==> src/rtl/bs_job_dispatcher.sv <==
// bs_job_dispatcher
//   Dispatches option-pricing jobs from the data controller onto NUM_ENG
//   Black-Scholes engines, round-robin, and collects their results back onto a
//   single result port, also round-robin. Tracks per-engine occupancy and
//   reports run completion, run length and job counts.
//
// Ports
//   clock, reset_n          rising-edge clock, asynchronous active-low reset
//   start                   run start pulse (honoured in IDLE / DONE)
//   job_avail, out_of_data  job source status from the data controller
//   job_pop, eng_load       job consumed / one-hot engine that latches it
//   eng_start               per-engine start level (engine LOADED)
//   eng_ready, eng_done     per-engine accept / result-valid pulse
//   eng_idle                per-engine idle indication
//   res_valid, res_sel      result presented and the engine that owns it
//   res_ready               data controller takes the presented result
//   busy, done              run in progress / run complete
//   proto_err               sticky: unexpected eng_done seen
//   cycles                  saturating run length in clocks
//   jobs_issued/retired     per-run job counts (wrap modulo 2^CNT_W)
module bs_job_dispatcher #(
  parameter int  NUM_ENG = 4,
  parameter int  CNT_W   = 16,
  localparam int SEL_W   = (NUM_ENG > 1) ? $clog2(NUM_ENG) : 1
) (
  input  logic               clock,
  input  logic               reset_n,
  input  logic               start,
  input  logic               job_avail,
  input  logic               out_of_data,
  output logic               job_pop,
  output logic [NUM_ENG-1:0] eng_load,
  output logic [NUM_ENG-1:0] eng_start,
  input  logic [NUM_ENG-1:0] eng_ready,
  input  logic [NUM_ENG-1:0] eng_done,
  input  logic [NUM_ENG-1:0] eng_idle,
  output logic               res_valid,
  output logic [SEL_W-1:0]   res_sel,
  input  logic               res_ready,
  output logic               busy,
  output logic               done,
  output logic               proto_err,
  output logic [31:0]        cycles,
  output logic [CNT_W-1:0]   jobs_issued,
  output logic [CNT_W-1:0]   jobs_retired
);

  typedef enum logic [1:0] {S_IDLE, S_RUN, S_DRAIN, S_DONE} state_e;
  typedef enum logic [1:0] {E_FREE, E_LOADED, E_RUNNING, E_HOLD} eng_st_e;

  state_e             state_q, state_d;
  eng_st_e            eng_st_q [NUM_ENG];
  eng_st_e            eng_st_d [NUM_ENG];
  logic [SEL_W-1:0]   dp_q, dp_d;
  logic [SEL_W-1:0]   cp_q, cp_d;
  logic               res_valid_q, res_valid_d;
  logic [SEL_W-1:0]   res_sel_q, res_sel_d;
  logic               proto_err_q, proto_err_d;
  logic [31:0]        cycles_q, cycles_d;
  logic [CNT_W-1:0]   jobs_issued_q, jobs_issued_d;
  logic [CNT_W-1:0]   jobs_retired_q, jobs_retired_d;

  logic [NUM_ENG-1:0] free_mask, hold_mask, loaded_mask, hold_d;
  logic [SEL_W-1:0]   disp_sel;
  logic               clear, collect;

  // First set bit of mask at or after ptr, wrapping modulo NUM_ENG.
  // Scanning from the far end lets the nearest candidate win last.
  function automatic logic [SEL_W-1:0] rr_pick(input logic [NUM_ENG-1:0] mask,
                                               input logic [SEL_W-1:0]   ptr);
    logic [SEL_W-1:0] pick;
    logic [SEL_W-1:0] idx;
    pick = '0;
    for (int k = NUM_ENG - 1; k >= 0; k--) begin
      idx = SEL_W'((int'(ptr) + k) % NUM_ENG);
      if (mask[idx]) pick = idx;
    end
    return pick;
  endfunction

  function automatic logic [SEL_W-1:0] rr_next(input logic [SEL_W-1:0] sel);
    return SEL_W'((int'(sel) + 1) % NUM_ENG);
  endfunction

  always_comb begin
    free_mask   = '0;
    hold_mask   = '0;
    loaded_mask = '0;
    for (int i = 0; i < NUM_ENG; i++) begin
      free_mask[i]   = (eng_st_q[i] == E_FREE);
      hold_mask[i]   = (eng_st_q[i] == E_HOLD);
      loaded_mask[i] = (eng_st_q[i] == E_LOADED);
    end

    clear = start && ((state_q == S_IDLE) || (state_q == S_DONE));

    state_d = state_q;
    case (state_q)
      S_IDLE:  if (start) state_d = S_RUN;
      S_RUN:   if (out_of_data && !job_avail) state_d = S_DRAIN;
      S_DRAIN: if ((&free_mask) && (&eng_idle)) state_d = S_DONE;
      S_DONE:  if (start) state_d = S_RUN;
      default: state_d = S_IDLE;
    endcase

    disp_sel = rr_pick(free_mask, dp_q);
    job_pop  = (state_q == S_RUN) && job_avail && (|free_mask);
    eng_load = '0;
    if (job_pop) eng_load[disp_sel] = 1'b1;

    collect = res_valid_q && res_ready;

    hold_d = '0;
    for (int i = 0; i < NUM_ENG; i++) begin
      eng_st_d[i] = eng_st_q[i];
      case (eng_st_q[i])
        E_FREE:    if (eng_load[i]) eng_st_d[i] = E_LOADED;
        E_LOADED:  if (eng_ready[i]) eng_st_d[i] = eng_done[i] ? E_HOLD : E_RUNNING;
        E_RUNNING: if (eng_done[i]) eng_st_d[i] = E_HOLD;
        E_HOLD:    if (collect && (res_sel_q == SEL_W'(i))) eng_st_d[i] = E_FREE;
        default:   eng_st_d[i] = E_FREE;
      endcase
      hold_d[i] = (eng_st_d[i] == E_HOLD);
    end

    // A done pulse from an engine with no job outstanding is flagged, not acted on.
    proto_err_d = proto_err_q | (|(eng_done & (free_mask | hold_mask)));

    dp_d = dp_q;
    cp_d = cp_q;
    if (clear) begin
      dp_d = '0;
      cp_d = '0;
    end else begin
      if (job_pop) dp_d = rr_next(disp_sel);
      if (collect) cp_d = rr_next(res_sel_q);
    end

    // The presented engine is frozen while the sink stalls, so an engine that
    // enters HOLD closer to cp cannot steal the port mid-handshake.
    res_valid_d = |hold_d;
    if (res_valid_q && !res_ready) res_sel_d = res_sel_q;
    else                           res_sel_d = rr_pick(hold_d, cp_d);

    cycles_d       = cycles_q;
    jobs_issued_d  = jobs_issued_q;
    jobs_retired_d = jobs_retired_q;
    if (clear) begin
      cycles_d       = '0;
      jobs_issued_d  = '0;
      jobs_retired_d = '0;
    end else begin
      if (((state_q == S_RUN) || (state_q == S_DRAIN)) && (cycles_q != 32'hFFFF_FFFF))
        cycles_d = cycles_q + 32'd1;
      if (job_pop) jobs_issued_d = jobs_issued_q + 1'b1;
      if (collect) jobs_retired_d = jobs_retired_q + 1'b1;
    end
  end

  always_ff @(posedge clock or negedge reset_n) begin
    if (!reset_n) begin
      state_q        <= S_IDLE;
      for (int i = 0; i < NUM_ENG; i++) eng_st_q[i] <= E_FREE;
      dp_q           <= '0;
      cp_q           <= '0;
      res_valid_q    <= 1'b0;
      res_sel_q      <= '0;
      proto_err_q    <= 1'b0;
      cycles_q       <= '0;
      jobs_issued_q  <= '0;
      jobs_retired_q <= '0;
    end else begin
      state_q        <= state_d;
      for (int i = 0; i < NUM_ENG; i++) eng_st_q[i] <= eng_st_d[i];
      dp_q           <= dp_d;
      cp_q           <= cp_d;
      res_valid_q    <= res_valid_d;
      res_sel_q      <= res_sel_d;
      proto_err_q    <= proto_err_d;
      cycles_q       <= cycles_d;
      jobs_issued_q  <= jobs_issued_d;
      jobs_retired_q <= jobs_retired_d;
    end
  end

  assign eng_start    = loaded_mask;
  assign res_valid    = res_valid_q;
  assign res_sel      = res_sel_q;
  assign busy         = (state_q == S_RUN) || (state_q == S_DRAIN);
  assign done         = (state_q == S_DONE);
  assign proto_err    = proto_err_q;
  assign cycles       = cycles_q;
  assign jobs_issued  = jobs_issued_q;
  assign jobs_retired = jobs_retired_q;

endmodule

==> config.mk <==
export PLATFORM = sky130hd
export DESIGN_NAME = bs_job_dispatcher
export DESIGN_NICKNAME = d
export VERILOG_FILES = /design/src/rtl/bs_job_dispatcher.sv
export SDC_FILE = /design/constraint.sdc
export NUM_CORES = 1
export LEC_CHECK = 0
export CORE_ASPECT_RATIO = 2
export CORE_MARGIN = 2
export CORE_UTILIZATION = 44
export DETAILED_ROUTE_END_ITERATION = 8
export GPL_TIMING_DRIVEN = 0
export PLACE_DENSITY = 0.7
export SLEW_MARGIN = 15
export SYNTH_ARGS = -nofsm -noshare
export SYNTH_HDL_FRONTEND = slang
export SYNTH_SLANG_ARGS = --single-unit
==> constraint.sdc <==
create_clock -name clock -period 3.8 [get_ports clock]
set_input_delay 0.76 -clock clock [delete_from_list [all_inputs] [get_ports clock]]
set_output_delay 0.76 -clock clock [all_outputs]
set_load 0.02 [all_outputs]
; Word-level counts from Yosys, hierarchy flattened
; Cells that the tools add are included.
[word_totals]
register_bits = 82
inputBits = 18
output_inout_bits = 79
wordCells = 161
[op_classes]
n_addsub = 11
order_cmp = 10
eq_ne = 26
n_mux = 65
n_bitwise = 3
reduce_logical = 33
[op_table]
columns = op, n
row1 = two-way mux 16 bit, 4
row2 = two-way mux 32 bit, 2
row3 = two-way mux 2 bit, 31
row4 = "adder 16 x 1 -> 16 bit, second input constant", 2
row5 = "adder 32 x 1 -> 32 bit, second input constant", 1
row6 = "equality test 2 bit, second input constant", 16
row7 = "!= test 32 bit, second input constant", 1
row8 = one-hot mux 2 bit (4 select lines), 4
row9 = "less-than comparator 2 x 3 -> 1 bit, second input constant", 9
row10 = binary-select mux 1 bit (select 2 bit), 8
row11 = logical AND 1 bit, 13
row12 = two-way mux 1 bit, 13
row13 = "equality test 2 x 1 -> 1 bit, second input constant", 6
row14 = logical NOT 2 bit, 6
row15 = OR reduction 4 bit, 3
row16 = "adder 2 x 1 -> 2 bit, second input constant", 4
row17 = "adder 2 bit, second input constant", 4
row18 = AND reduction 4 bit, 2
row19 = one-hot mux 2 bit (3 select lines), 1
row20 = nonzero test 2 bit, 3
row21 = bitwise AND 4 bit, 1
row22 = two-way mux 4 bit, 1
row23 = "!= test 2 bit, second input constant", 2
row24 = bitwise OR 4 bit, 1
row25 = other kinds (8), 10

; Logic depth before layout (Yosys ltp)
; Gate-level depths: netlist (run 1).
[depth]
word_depth = 21
depth_mapped = 10
depth_no_buf = 9

; Worst setup path after synthesis (run 1)
; OpenSTA, ideal clock, no wires.
[synth_path]
path_kind = reg-to-output
start = reg eng_st_q[4] in the netlist's numbering
end = out eng_load[0]
t_arrival_ns = 1.928
t_required_ns = 3.040
path_slack_ns = 1.112
path_stages_with_launch = 7
path_cell_list = dfrtp_1 inv_1 ha_1 and2b_1 or3_2 a21boi_4 and2_1
[synth_between]
elab_chain_len = 12
[synth_rtl]
columns = item, line_no
row1 = from (decl), 52  ; eng_st_e eng_st_q [NUM_ENG];
row2 = logical NOT 2 bit (*), 90  ; free_mask[i] = (eng_st_q[i] == E_FREE);
row3 = binary-select mux 1 bit (select 2 bit), 76  ; if (mask[idx]) pick = idx;
row4 = two-way mux 1 bit (not written as such), 76
row5 = two-way mux 2 bit (4 in series), 76
row6 = less-than comparator 2 x 3 -> 1 bit (not written as such) or >= comparator 2 x 1 -> 1 bit (tied branches), 109  ; if (job_pop) eng_load[disp_sel] = 1'b1;
row7 = logical AND 1 bit (not written as such), 109
row8 = two-way mux 1 bit (not written as such), 109
row9 = demux 1 bit (select 2 bit), 109
row10 = two-way mux 4 bit (*), 109
row11 = to (decl), 32  ; output logic [NUM_ENG-1:0] eng_load,
; Every way passes the cells marked *; elsewhere a longest branch is shown, timed or not. The select of a mux whose other input is x is not followed.

; Final worst setup path (run 1)
[layout_path]
start = reg eng_st_q[5] in the netlist's numbering
end = out eng_load[2]
; Same word-level chain as after synthesis.

==> impl_results.md, run 1 <==
- Outcome: completed
- # H-tree levels: 3
- Fin worst setup slack: 0.112 ns
- Drt drc: 0
- Vias in the first global route: 4496
- RSZ-0062 raised after global routing: false
- Hold slack: between 0.3 and 0.4 ns
- Crit Path Category: reg2out
- Max-cap violations: 0
- Worst Reg-to-Reg Cells: 9
- Peak supply drop: ~0.37 mV
- CP dominant cell by count: inv_1
- Boundary Pins: a little under 100
- Skew-Pair Late Insertion Delay: 0.33 ns
- DR vias: 4405
- Fmax: roughly 270 MHz
- Total gr overflow: 0
- Initial Utilization: around 45%
- CTS sink cnt: slightly above 80
- Lkg Pwr: between 0.002 and 0.003 µW
- Final Hold Fails: 0
- Max-slew violations: 0
- PD cells: 614 nW/µm²
- Maximum buffer depth of the clock tree: 2
- Worst-Margin Slew: ~0.6 ns
- Crit path cell chain: inv_1 -> ha_2 -> and2b_1 -> or3_2 -> nand3_2 -> inv_1 -> nand2_1 -> inv_1 -> clkdlybuf4s50_1
- Worst R2R Start: eng_st_q[6]
- Setup violations, final: 0
- Max FO, Critical Path: 6
- Total global-route track usage: 22.9%
- Area Overhead vs Synth: 30.8%
- Die Wd: approximately 78 µm
- Pwr Total: between 3000 and 4000 µW
- Maximum number of pins on one net before global-route repair: 60
- Delay of the slowest cell on the worst path: approximately 0.54 ns
- DR pass1 iterations: 4
- DRT antenna net count: 0
- Synth Flop Type: dfrtp_1
- Final net count: just under 700
- Post-Syn Area: slightly below 5000 µm²
- Reg2reg end: res_sel[1]
- Drt total wl: 13200 µm
- Seq/Total Area, Yosys: a little over two fifths
- Startpoint Class: flip-flop
- Initial drt markers: 152
- Die Span Y: 152 µm
- Clock-pin transition on the worst setup and hold timing paths: 0.06 ns
- Min-Delay Path Class: in2async
- Placed instance count: between 700 and 800
- Net Count, Synth: between 500 and 600
- CTS tree: built
- Detailed-placement wirelength estimate: just over 10000 µm
- RD Place Congestion: roughly 0.96
- EDFF count, synth: 0
- Yosys Warn Count: 0
- Row cnt: 54
- Pre-CTS setup slack: 0.105 ns
- Global-route wire length before repair: about 22000 µm
- Critical Path RT: about 3.0 ns
- Mean area per synthesized cell: 9.20 µm²
- Vias/cell: between 5 and 6
- Cts hold-fix bufs: 0
- Fin cells: slightly below 800
- Die Area: between 10000 and 15000 µm²
- Unique masters post-synth: between 60 and 70
- Part of the cycle the worst path needs: 97.1%
- CP Capture Type: output port
- Layout cell share with drive strength beyond 1: between 7 and 8%
- # diodes: 0
- Ys async rst share: 100%
- Core ar.: roughly 11000 µm²
- Root Driver: clkbuf_16
- R2r setup slk: approximately 0.7 ns
- #FFs+latches synth: a little over 80
- Gate Count Post-Synth: between 500 and 600
- Final Skew: around 0.0097 ns
- Rel. slew slack: 60.1%
- Antenna violations before repair: 0
- CP max stage cell: clkdlybuf4s50_1
- CTS Buf Count: 9
- WP data arrival: just under 3 ns
- DR WL/cell: approximately 17 µm
- PortBufs: 96
- Fin crit period: 3.69 ns
==> layout by cell type (no fill, tap or decap), types with 3 or more instances in the layout <==
cell type / instances
o21a_1: 3
inv_1: 33
a211oi_1: 3
a211o_1: 3
nand4_1: 17
ha_1: 30
nand2_1: 59
clkdlybuf4s50_1: 93
and3_1: 12
and4_1: 6
clkbuf_1: 9
o22ai_1: 3
o211ai_1: 3
a21oi_1: 21
or3_1: 4
nor2_1: 57
nor3_1: 6
a221o_1: 3
xnor2_1: 9
mux2i_1: 8
o21ai_0: 24
o221ai_1: 4
o31ai_1: 4
clkbuf_16: 9
nand3_1: 36
xor2_1: 25
nand2b_1: 3
a31oi_1: 6
dfrtp_1: 82
a221oi_1: 3
==> logic make-up (layout without fill, tap and decap cells) <==
group	after synthesis	in the layout	synth area share, %
flip-flops	82	82	42.3
adder cells (fa/ha/maj)	31	31	8.00
buffers and inverters	49	163	4.08
AND/OR/NAND/NOR	219	219	22.3
AO/OA/AOI/OAI	102	102	15.1
XOR/XNOR	34	34	6.14
multiplexers	10	10	2.12
==> critical path: cells and delay by family (launching register included) <==
family | cells | cell delay, ns
DFF | 1 | 0.45
and+or+nand+nor | 4 | 1.03
buffers and inverters | 4 | 0.85
adders and majority gates | 1 | 0.26
==> routing by layer <==
layer | GRT usage (%) | up-vias | share of wire, % | wire (µm)
met5 | 0 | - | 0 | 0
met4 | 13.4 | 0 | 5.1 | 672
met3 | 3.02 | 35 | 2.9 | 389
li1 | - | 2091 | - | -
met2 | 42.9 | 107 | 56 | 7400
met1 | 23.3 | 2172 | 36 | 4750
==> cell usage after synthesis (4+ instances only) <==
master,number,area (µm²)
clkbuf_1,9,33.8
o221ai_1,4,35.0
xnor2_1,9,78.8
or3_1,4,25.0
inv_1,33,124
and3_1,12,75.1
nand4_1,17,106
ha_1,31,388
xor2_1,25,219
nand3_1,36,180
nor2_1,57,214
and4_1,6,52.6
o21ai_0,24,120
nor3_1,6,30.0
o31ai_1,4,30.0
nand2_1,59,221
a31oi_1,6,37.5
dfrtp_1,82,2050
mux2i_1,8,80.1
a21oi_1,21,105
==> stage by stage <==
stage | area (µm²) | utilization, % | TNS, ns
after floorplan | 4850 | - | 0
after global placement | 5980 | 55.3 | -86.09
after detailed placement | 6010 | 55.6 | 0
after CTS | 6320 | 58.5 | 0
after global routing | 6340 | 58.6 | 0
final | 6340 | 58.6 | 0
==> worst max path at each step <==
stage / startpoint / endpoint / slack, ns / cells after the start
after global placement: reset_n / jobs_retired[6] / -1.06 / 1
final: eng_st_q[5] / eng_load[2] / 0.11 / 9
after floorplan: eng_st_q[4] / eng_load[0] / 1.11 / 6
after global routing: eng_st_q[2] / eng_load[2] / 0.01 / 10
after CTS: eng_st_q[5] / eng_load[1] / 0.002 / 8
after detailed placement: job_avail / eng_load[1] / 0.11 / 7
==> flip-flops by register name, indices dropped and copies added, names as in the netlist <==
signal        cells
eng_st_q          8
res_sel           2
res_valid         1
state_q           2
dp_q              2
proto_err         1
jobs_issued      16
cycles           32
cp_q              2
jobs_retired     16
==> final cells by class <==
cell class / count / area [µm²]
Buffer: 14 / 66.3
Multi-Input combinational cell: 396 / 2610
Clock inverter: 6 / 72.6
Inverter: 35 / 131
Fill cell: 1013 / 4470
Timing Repair Buffer: 98 / 998
Tap cell: 140 / 175
Sequential cell: 82 / 2050
Clock buffer: 10 / 239
==> power by group <==
part           internal, µW  total (µW)  switching (µW)
sequential              991        1130             143
clock                   534         898             364
combinational           712        1860            1150
total                  2240        3890            1650
==> what timing repair did <==
action | CTS | global route
resized for setup | 0 | 4
buffers inserted | 0 | 1
setup endpoints to repair | 0 | 4
Power figures use the tool's default switching activity.
==> run 2, diff against run 1 <==
==> constraint.sdc (replaced) <==
create_clock -name clock -period 3.6 [get_ports clock]
set_input_delay 0.72 -clock clock [delete_from_list [all_inputs] [get_ports clock]]
set_output_delay 0.72 -clock clock [all_outputs]
set_load 0.02 [all_outputs]
==> run 2 against run 1 <==
Register-to-register slack got worse by 0.13 ns. Die area did not move. Sequential share of layout area fell by 0.11 points. Largest cell class unchanged. Flip-flop and latch count did not move. Hold slack got worse by 0.040 ns. Clock skew barely moved. Power rose by 6.5%. Critical endpoint is now eng_load[1].
==> impl_results.md, run 2 (synthesized netlist as in run 1, its figures left out) <==
- Max-cap violations: 0
- RD Place Congestion: between 0.9 and 1
- Cts hold-fix bufs: 0
- Setup tns final: 0 ns
- Boundary Pins: 97
- Final Skew: roughly 0.01 ns
- Placed Instance Area: 6010 µm²
- Drt total wl: 13200 µm
- Fin crit period: between 3 and 4 ns
- Core ar.: 10800 µm²
- Clock-pin transition on the worst setup and hold timing paths: roughly 0.06 ns
- Pwr Total: 4140 µW
- Skew-Pair Late Insertion Delay: approximately 0.34 ns
- Max-slew violations: 0
- Setup violations, final: 0
- Peak supply drop: about 0.39 mV
- Register share of total power: between 20% and 30%
- Root Driver: clkbuf_16
- Outcome: completed
- Rel. slew slack: 60.4%
- Total gr overflow: 0
- Drt drc: 0
- Die Span Y: 152 µm
- Clock power share: between 20% and 30%
- Final net count: 687
- Die Wd: 78.2 µm
- Worst-Margin Slew: slightly below 0.6 ns
- CTS sink cnt: 82
- Hold slack: around 0.30 ns
- Critical Path RT: roughly 2.9 ns
- Fill count: about 1000
- Layout cell share with drive strength beyond 1: 7.78%
- Worst R2R Start: eng_st_q[2]
- Max FO, Critical Path: 6
- # H-tree levels: 3
- Maximum number of pins on one net before global-route repair: 60
- Final instance area: between 6000 and 7000 µm²
- Worst Setup SP: eng_st_q[5]
- CTS tree: built
- CTS Buf Count: 9
- WP data arrival: roughly 2.7 ns
- Sequential cell area: ~2000 µm²
- Die Area: about 12000 µm²
- RSZ-0062 raised after global routing: false
- Crit Path Category: reg2out
- CP Capture Type: output port
- Initial Utilization: roughly 45%
- Antenna violations before repair: 0
- Most frequent cells in the layout: 91 x clkdlybuf4s50_1, 82 x dfrtp_1, 59 x nand2_1
- Fmax: 292 MHz
- DRT antenna net count: 0
- Min-Delay Path Class: in2async
- PortBufs: between 90 and 100
- Fin util: about 59%
- Global-route wire length before repair: between 20000 and 25000 µm
- PD cells: between 600 and 700 nW/µm²
- Multi-input gate area: about 2600 µm²
- Sw power: approximately 1800 µW
- Total global-route track usage: 22.9%
- Logic pwr share: 48.2%
- Vias in the first global route: between 4000 and 5000
- Maximum buffer depth of the clock tree: 2
- Initial drt markers: between 100 and 150
- Startpoint Class: flip-flop
- Internal power: roughly 2400 µW
- Switching Share: a little over two fifths
- Max reg flops: 32
- DR vias: about 4400
- DR WL/cell: ~17 µm
- Final Hold Fails: 0
- Part of the cycle the worst path needs: between 90% and 100%
- Row cnt: 54
- # diodes: 0
- Vias/cell: around 5.6
- DR pass1 iterations: 4
- Area Overhead vs Synth: 31.2%
- Detailed-placement wirelength estimate: 10300 µm
- Leading cell type in the layout, fill and taps excluded: clkdlybuf4s50_1
- Lkg Pwr: 0.00284 µW
## run 2: changes by cell type in the layout (fill, tap and decap cells not counted)
cell             change
dlygate4sd2_1        +2
o221ai_2             +1
buf_4                +2
clkdlybuf4s50_1      -2
o221ai_1             -1
ha_2                 +1
ha_1                 -1
## run 2: cell type report
| class | instances | share of cell area [%] |
|---|---|---|
| multi-input cells | 396 | 41.1 |
| flip-flops and latches | 82 | 32.3 |
| repair buffers | 100 | 15.9 |
| clock buffers | 10 | 3.76 |
| well taps | 140 | 2.75 |
| inverters | 35 | 2.07 |
| clock inverters | 6 | 1.14 |
| plain buffers | 14 | 1.04 |
## run 2: metal layers
metal / wire [µm] / track usage [%] / vias up
met5: 0 / 0 / -
met1: 4770 / 23.3 / 2185
li1: - / - / 2090
met3: 383 / 3.02 / 35
met2: 7420 / 43.4 / 104
met4: 668 / 12.7 / 0
## run 2: power by group through the flow
stage	registers, µW	logic (µW)	clock network [µW]
2_1_floorplan	1230	1230	0
6_report	1200	2000	949
4_1_cts	1190	1950	973
5_1_grt	1220	2190	1010
3_3_place_gp	1200	1860	0
3_5_place_dp	1210	1920	0
## run 2: timing repair
action | CTS | global route
cloned | 0 | 0
setup buffers | 1 | 2
pin swaps | 1 | 1
gates resized for setup | 4 | 4
setup endpoints to repair | 4 | 2
## run 2: per-stage QoR
step | setup slack, ns | instances
5_1_grt | 0.0618 | 783
2_1_floorplan | 0.952 | 527
3_3_place_gp | -1.22 | 763
6_report | 0.172 | 783
3_5_place_dp | -0.0149 | 764
4_1_cts | 0.00219 | 781
## run 2: final timing paths
path / end / slack, ns / cells after the start
worst max-delay path: eng_load[1] / 0.17 / 8
worst min-delay path: eng_st_q[6] / 0.30 / 1
worst min register to register: proto_err / 0.47 / 1
worst max register to register: res_sel[1] / 0.58 / 10
max in group asynchronous: cycles[21] / 2.68 / 2
min in group clock: proto_err / 0.47 / 1
## run 2: worst max-delay path: stages, from the launching register on
cell and delay [ns]:
dfrtp_1 0.45, inv_1 0.16, ha_2 0.26, and2b_1 0.22, or3_2 0.51, a21boi_4 0.20
nand2_1 0.12, inv_1 0.10, dlygate4sd2_1 0.35
==> run 3, diff against run 2 <==
--- a/config.mk
+++ b/config.mk
@@ -8,6 +8,7 @@
 export CORE_ASPECT_RATIO = 2
 export CORE_MARGIN = 2
 export CORE_UTILIZATION = 44
+export CTS_CLUSTER_SIZE = 8
 export DETAILED_ROUTE_END_ITERATION = 8
 export GPL_TIMING_DRIVEN = 0
 export PLACE_DENSITY = 0.7
==> results of run 3 <==
Same layout as run 2: the final DEF is identical, and so are final timing and power.
